`config.mk`:
```
export PLATFORM = sky130hd
export DESIGN_NAME = lsu_sram_ctrl
export DESIGN_NICKNAME = d
export VERILOG_FILES = /design/src/rtl/lsu_pkg.sv /design/src/rtl/lsu_ld_align.sv /design/src/rtl/lsu_sram_ctrl.sv
export SDC_FILE = /design/constraint.sdc
export NUM_CORES = 1
export LEC_CHECK = 0
export ABC_AREA = 1
export CELL_PAD_IN_SITES_DETAIL_PLACEMENT = 1
export CELL_PAD_IN_SITES_GLOBAL_PLACEMENT = 2
export CORE_ASPECT_RATIO = 1.2
export CORE_UTILIZATION = 23
export CTS_BUF_LIST = sky130_fd_sc_hd__clkbuf_4 sky130_fd_sc_hd__clkbuf_8
export CTS_CLUSTER_SIZE = 30
export DETAILED_ROUTE_END_ITERATION = 8
export GPL_ROUTABILITY_DRIVEN = 0
export PLACE_DENSITY_LB_ADDON = 0.2
export SLEW_MARGIN = 20
export SYNTH_ARGS = -nofsm -noshare
export SYNTH_HDL_FRONTEND = slang
export SYNTH_SLANG_ARGS = --single-unit
```
`constraint.sdc`:
```
create_clock -name clk -period 1.9 [get_ports clk]
set_input_delay 0.38 -clock clk [delete_from_list [all_inputs] [get_ports clk]]
set_output_delay 0.38 -clock clk [all_outputs]
set_load 0.1 [all_outputs]
```
`src/rtl/lsu_pkg.sv`:
```
// Purpose : shared types and constants for the load/store unit.
// Latency : n/a (types, constants and one combinational helper).
// Backpressure: n/a.
package lsu_pkg;

    typedef enum logic [2:0] {
        LD_B  = 3'b000,
        LD_H  = 3'b001,
        LD_W  = 3'b010,
        LD_BU = 3'b011,
        LD_HU = 3'b100
    } ld_sel_e;

    typedef enum logic [1:0] {
        S_IDLE = 2'd0,
        S_REQ  = 2'd1,
        S_DONE = 2'd2
    } lsu_state_e;

    localparam logic [3:0] BMASK_B = 4'b0001;
    localparam logic [3:0] BMASK_H = 4'b0011;
    localparam logic [3:0] BMASK_W = 4'b1111;

    // Stores are sized by their lane mask, loads by ld_sel.
    function automatic logic is_misaligned(input logic       wr_en,
                                           input logic [3:0] bmask,
                                           input logic [2:0] ld_sel,
                                           input logic [1:0] off);
        logic bad;
        bad = 1'b0;
        if (wr_en) begin
            if (bmask == BMASK_H && off[0])      bad = 1'b1;
            if (bmask == BMASK_W && off != 2'b0) bad = 1'b1;
        end else begin
            if ((ld_sel == LD_H || ld_sel == LD_HU) && off[0]) bad = 1'b1;
            if (ld_sel == LD_W && off != 2'b0)                  bad = 1'b1;
        end
        return bad;
    endfunction

endpackage

```
`src/rtl/lsu_ld_align.sv`:
```
// Purpose : picks the addressed byte/half/word from an SRAM read word and extends it.
// Latency : combinational.
// Backpressure: none.
// Ports: rdata (SRAM word), off (byte offset addr[1:0]), ld_sel (load type),
//        ld_data (aligned, extended result; 0 for undefined ld_sel).
module lsu_ld_align
    import lsu_pkg::*;
(
    input  logic [31:0] rdata,
    input  logic [1:0]  off,
    input  logic [2:0]  ld_sel,
    output logic [31:0] ld_data
);

    logic [7:0]  byte_v;
    logic [15:0] half_v;

    always_comb begin
        byte_v  = rdata[8*off +: 8];
        // Halves are picked by addr[1] only; addr[0] is screened out upstream.
        half_v  = off[1] ? rdata[31:16] : rdata[15:0];
        ld_data = '0;
        case (ld_sel)
            LD_B:    ld_data = {{24{byte_v[7]}}, byte_v};
            LD_H:    ld_data = {{16{half_v[15]}}, half_v};
            LD_W:    ld_data = rdata;
            LD_BU:   ld_data = {24'b0, byte_v};
            LD_HU:   ld_data = {16'b0, half_v};
            default: ld_data = '0;
        endcase
    end

endmodule

```
`src/rtl/lsu_sram_ctrl.sv`:
```
// Purpose : load/store unit driving a single-port variable-latency SRAM via req/ack.
// Latency : 2 stall cycles with zero-wait SRAM, N+1 for N REQ cycles, 1 on misalign.
// Backpressure: stall held while an access is in flight; TIMEOUT REQ cycles abort it.
// Ports: decoder controls (mem_req, wr_en, bmask, ld_sel), execute operands (addr,
//        st_data), writeback result and flags (ld_data, stall, misalign, timeout),
//        SRAM side (sram_req/we/addr/wdata/bmask out, sram_ack/rdata in).
module lsu_sram_ctrl
    import lsu_pkg::*;
#(
    parameter int ADDR_W  = 16,
    parameter int TIMEOUT = 255
) (
    input  logic              clk,
    input  logic              rst,
    input  logic              mem_req,
    input  logic              wr_en,
    input  logic [3:0]        bmask,
    input  logic [2:0]        ld_sel,
    input  logic [31:0]       addr,
    input  logic [31:0]       st_data,
    output logic [31:0]       ld_data,
    output logic              stall,
    output logic              misalign,
    output logic              timeout,
    output logic              sram_req,
    output logic              sram_we,
    output logic [ADDR_W-1:0] sram_addr,
    output logic [31:0]       sram_wdata,
    output logic [3:0]        sram_bmask,
    input  logic              sram_ack,
    input  logic [31:0]       sram_rdata
);

    // The counter runs 0..TIMEOUT-1 across the REQ cycles.
    localparam int              CNT_W    = (TIMEOUT > 1) ? $clog2(TIMEOUT) : 1;
    localparam logic [CNT_W-1:0] CNT_LAST = CNT_W'(TIMEOUT - 1);

    lsu_state_e       state, state_nxt;
    logic [CNT_W-1:0] cnt;
    logic [2:0]       sel_q;
    logic [1:0]       off_q;
    logic             misaligned;
    logic [31:0]      align_data;

    // Upper byte-address bits fall outside the SRAM and are ignored.
    logic unused_addr;
    assign unused_addr = ^addr[31:ADDR_W+2];

    assign misaligned = is_misaligned(wr_en, bmask, ld_sel, addr[1:0]);

    lsu_ld_align u_ld_align (
        .rdata   (sram_rdata),
        .off     (off_q),
        .ld_sel  (sel_q),
        .ld_data (align_data)
    );

    always_ff @(posedge clk) begin
        if (rst) state <= S_IDLE;
        else     state <= state_nxt;
    end

    always_comb begin
        state_nxt = state;
        stall     = 1'b0;
        case (state)
            S_IDLE: begin
                if (mem_req) begin
                    stall     = 1'b1;
                    state_nxt = misaligned ? S_DONE : S_REQ;
                end
            end
            S_REQ: begin
                stall = 1'b1;
                if (sram_ack || cnt == CNT_LAST) state_nxt = S_DONE;
            end
            // mem_req is still up here for the same instruction; never restart.
            S_DONE:  state_nxt = S_IDLE;
            default: state_nxt = S_IDLE;
        endcase
    end

    always_ff @(posedge clk) begin
        if (rst) begin
            ld_data    <= '0;
            misalign   <= 1'b0;
            timeout    <= 1'b0;
            sram_req   <= 1'b0;
            sram_we    <= 1'b0;
            sram_addr  <= '0;
            sram_wdata <= '0;
            sram_bmask <= '0;
            cnt        <= '0;
            sel_q      <= '0;
            off_q      <= '0;
        end else begin
            misalign <= 1'b0;
            timeout  <= 1'b0;
            case (state)
                S_IDLE: begin
                    if (mem_req) begin
                        if (misaligned) begin
                            misalign <= 1'b1;
                            ld_data  <= '0;
                        end else begin
                            sram_req   <= 1'b1;
                            sram_we    <= wr_en;
                            sram_addr  <= addr[ADDR_W+1:2];
                            sram_bmask <= bmask << addr[1:0];
                            sram_wdata <= st_data << {addr[1:0], 3'b000};
                            sel_q      <= ld_sel;
                            off_q      <= addr[1:0];
                            cnt        <= '0;
                        end
                    end
                end
                S_REQ: begin
                    // An ack in the last allowed cycle still completes the access.
                    if (sram_ack) begin
                        sram_req <= 1'b0;
                        ld_data  <= sram_we ? 32'b0 : align_data;
                    end else if (cnt == CNT_LAST) begin
                        sram_req <= 1'b0;
                        timeout  <= 1'b1;
                        ld_data  <= '0;
                    end else begin
                        cnt <= cnt + 1'b1;
                    end
                end
                default: ;
            endcase
        end
    end

endmodule

```
==> results of run 1 <==
==> what timing repair did <==
| item | in CTS | in global routing |
|---|---|---|
| gates resized for setup | 0 | 1 |
| hold buffers | 0 | 0 |
| setup endpoints to repair | 0 | 1 |
==> power groups by stage <==
stage / registers (W) / logic, W / clock network, W
2_1_floorplan: 0.00337 / 0.000821 / 0
3_3_place_gp: 0.00249 / 0.00273 / 0
3_5_place_dp: 0.00249 / 0.00274 / 0
4_1_cts: 0.00244 / 0.00275 / 0.00166
5_1_grt: 0.00246 / 0.00288 / 0.00173
6_report: 0.00244 / 0.00270 / 0.00157
==> metrics by stage <==
stage / power [W] / utilization, % / area [um2]
floorplan: 0.004193 / - / 5149
global placement: 0.005220 / 35.51 / 7760
detailed placement: 0.005230 / 35.51 / 7760
CTS: 0.006846 / 36.48 / 7971
global route: 0.007075 / 36.48 / 7971
finish: 0.006706 / 36.48 / 7971
==> sequential cells by signal (all words and copies together) (netlist names), 2 cells and up <==
name        count
ld_data        32
cnt             8
sram_wdata     32
state           2
sel_q           3
off_q           2
sram_bmask      4
sram_addr      16
==> layer usage <==
| metal | vias to the layer above | part of all wire [%] | global-route usage (%) |
|---|---|---|---|
| li1 | 2860 | - | - |
| met1 | 2649 | 42 | 19.84 |
| met2 | 131 | 51 | 31.41 |
| met3 | 12 | 5.8 | 4.527 |
| met4 | 0 | 1.2 | 4.739 |
| met5 | - | 0 | 0 |
==> worst paths after layout <==
path / startpoint / end / slack (ns) / cells after the start
max: mem_req / stall / 0.15 / 4
max reg2reg: off_q[1] / ld_data[14] / 0.24 / 8
min: ld_data[27] / ld_data[27] / 0.47 / 2
min reg2reg: ld_data[27] / ld_data[27] / 0.47 / 2
==> tightest hold or removal path: cells and delay by family, from the launching register on <==
family | cells | cell delay, ns
AOI/OAI and AO/OA | 1 | 0.05
and+or+nand+nor | 1 | 0.06
DFF | 1 | 0.33
==> cell type report <==
type | count | area [um2] | area share, %
well taps | 274 | 342.8 | 4.301
clock buffers | 9 | 123.9 | 1.554
inverters | 53 | 201.4 | 2.527
repair buffers | 227 | 2532 | 31.77
clock inverters | 7 | 87.58 | 1.099
flip-flops and latches | 103 | 2062 | 25.87
multi-input cells | 556 | 2621 | 32.88
==> cell usage in the layout (no fill, tap or decap), drive strengths merged <==
master / Yosys / routed
nand3: 31 / 31
nor2: 65 / 65
o22ai: 5 / 5
nand4: 3 / 3
clkinvlp: 0 / 2
a21oi: 114 / 114
buf: 26 / 135
o211ai: 1 / 1
clkdlybuf4s50: 0 / 92
a22oi: 3 / 3
nand2: 232 / 232
nor3: 3 / 3
nor4: 1 / 1
xnor2: 2 / 2
bufinv: 0 / 1
ha: 2 / 2
clkbuf: 25 / 9
o21ai: 67 / 67
a31oi: 14 / 14
o21a: 5 / 5
dfxtp: 103 / 103
xor2: 3 / 3
mux2i: 5 / 5
inv: 53 / 57
==> kinds of logic after synthesis <==
kind of cell             synth area share [%]
AND/OR/NAND/NOR                         26.37
AO/OA/AOI/OAI                           22.16
buffers and inverters                   9.113
flip-flops                              40.05
XOR/XNOR                               0.8507
multiplexers                           0.9721
adder cells (fa/ha/maj)                0.4859
==> metrics.log, run 1 <==
[metrics] TritonRoute pass-1 iters: 7
[metrics] detailed-placement wirelength estimate: 14160 um
[metrics] net switching power: 0.002852 W
[metrics] fmax: 571.8 MHz
[metrics] antenna-violating nets left: 0
[metrics] Post-Place Setup Slack: -0.2567 ns
[metrics] sum of buffers and inverters on the critical path: 3
[metrics] number of global-route vias before repair: 5861
[metrics] register bit total from synthesis: 103
[metrics] cell count after synthesis: 763
[metrics] failing checks: design-rule violations
[metrics] Post-Layout Cell Count: 1229
[metrics] top-count cell post-synth: sky130_fd_sc_hd__nand2_1
[metrics] GRT Util Overall: between 10% and 20%
[metrics] number of placement rows: 59
[metrics] detail-routed net length per standard cell: 15.85 um
[metrics] outcome: complete, but fails checks
[metrics] minimum hold slack: 0.4682 ns
[metrics] delay-heaviest family, CP: buffers and inverters
[metrics] layout filler cell count: 2715
[metrics] setup clock skew after layout: between 0.015 and 0.02 ns
[metrics] Initial Utilization: approximately a quarter
[metrics] antenna violations before repair: 0
[metrics] Worst Setup End Kind: primary output
[metrics] area of the die: between 20000 and 25000 um2
[metrics] clock tree sinks: 103
[metrics] cell accounting for the most synthesized area: sky130_fd_sc_hd__dfxtp_1
[metrics] biggest cell delay along the critical path: 0.47 ns
[metrics] Post-route DRC: 16
[metrics] worst path setup slack after routing: 0.1511 ns
[metrics] mean area per synthesized cell: a little under 7 um2
[metrics] library cells used by synthesis: 32
[metrics] part of the total power dissipated in the clock network: between 20% and 30%
[metrics] critical path data required time: 1.52 ns
[metrics] async set or reset register ratio after synthesis: 0%
[metrics] list of most frequent post-synthesis cells: sky130_fd_sc_hd__nand2_1 (218), sky130_fd_sc_hd__a21oi_1 (104), sky130_fd_sc_hd__dfxtp_1 (103), sky130_fd_sc_hd__nor2_1 (64), sky130_fd_sc_hd__o21ai_0 (62)
[metrics] Synth warnings: 0
[metrics] number of buffers inserted to repair setup after CTS: 0
[metrics] number of nets at the end of the flow: ~1100
[metrics] number of flops mapped to enable cells by yosys: 0
[metrics] vias: 5652
[metrics] maxcap violations: 0
[metrics] Tightest Pin Transition: 0.4279 ns
[metrics] final wirelength: approximately 20000 um
[metrics] Leak Pwr: roughly 3.3 nW
[metrics] setup repair after global routing missed its margin: false
[metrics] power density over cell area: 841.3 nW/um2
[metrics] clock root cell: sky130_fd_sc_hd__clkbuf_8
[metrics] arrival time at the worst endpoint: 1.37 ns
[metrics] headroom to the max-slew limit: roughly 70%
[metrics] chip height: about 170 um
[metrics] cell chain of the critical path: clkdlybuf4s50_1 -> o21ai_1 -> inv_1 -> buf_12
[metrics] internal power contribution: roughly 0.0039 W
[metrics] switching part of the total power: 42.53%
[metrics] number of levels in the clock H-tree: 3
[metrics] fraction of layout cells with a size suffix above 1: 18.95%
[metrics] maximum buffer depth of the clock tree: 2
[metrics] share of power burned in combinational logic: 40.3%
[metrics] CP max-delay cell: sky130_fd_sc_hd__clkdlybuf4s50_1
[metrics] max-slew violation count: 0
[metrics] final critical-path share of the clock period: 92.05%
[metrics] part of the Yosys area used for sequential elements: 40.05%
[metrics] top cells by area, synth: sky130_fd_sc_hd__dfxtp_1 (40%), sky130_fd_sc_hd__nand2_1 (16%), sky130_fd_sc_hd__a21oi_1 (10%)
[metrics] dpl cells: 1213
[metrics] clock insertion delay at the later pin of the skew report: 0.40 ns
[metrics] largest net degree at the start of global routing: 80
[metrics] wire length of the first global-routing pass: 31370 um
[metrics] maximum VDD drop: 0.3690 mV
[metrics] vias per inst: 4.599
[metrics] I/O Buffers: about 180
[metrics] total congestion overflow after global routing: 0
[metrics] classification of the worst-slack hold path: reg2reg
[metrics] Critical Path Fanout Max: 3
[metrics] count of final setup violators: 0
[metrics] most used flip-flop cell after synthesis: sky130_fd_sc_hd__dfxtp_1
[metrics] synth-to-layout area growth: 54.82%
[metrics] Setup crit start kind: input port
[metrics] Iter 0 DRT Violations: 175
[metrics] total clock buffers created by CTS: 9
[metrics] clock transition at the registers of the reported paths: 0.12 ns
[metrics] Ant. Diodes: 0
[metrics] Sum Neg Setup Slack: 0 ns
[metrics] relative contribution of sequential cells to total power: 36.4%
[metrics] crit path kind: in2out
[metrics] fin crit period: 1.749 ns
[metrics] placeable core region: between 20000 and 25000 um2
[metrics] I/O pin total: 197
[metrics] post-synthesis instance area: between 5000 and 6000 um2
[metrics] hold violation total from the final report: 0
[metrics] fraction of post-synthesis cell area in the top cell type by area: 40.05%
[metrics] net count of the mapped netlist: 873
[metrics] overall die width: 138.6 um
[metrics] CTS tree: built
Note: power is estimated with default switching activity, not from simulation.
==> run 2: changes to the inputs <==
CAP_MARGIN = 20   (was not set)
GPL_ROUTABILITY_DRIVEN = not set   (was 0)
==> results of run 2 <==
Final layout, timing and power as in run 1 (identical DEF).
==> run 3: changes to the inputs <==
CTS_CLUSTER_SIZE = not set   (was 30)
==> results of run 3 <==
Final layout, timing and power as in run 1 (identical DEF).
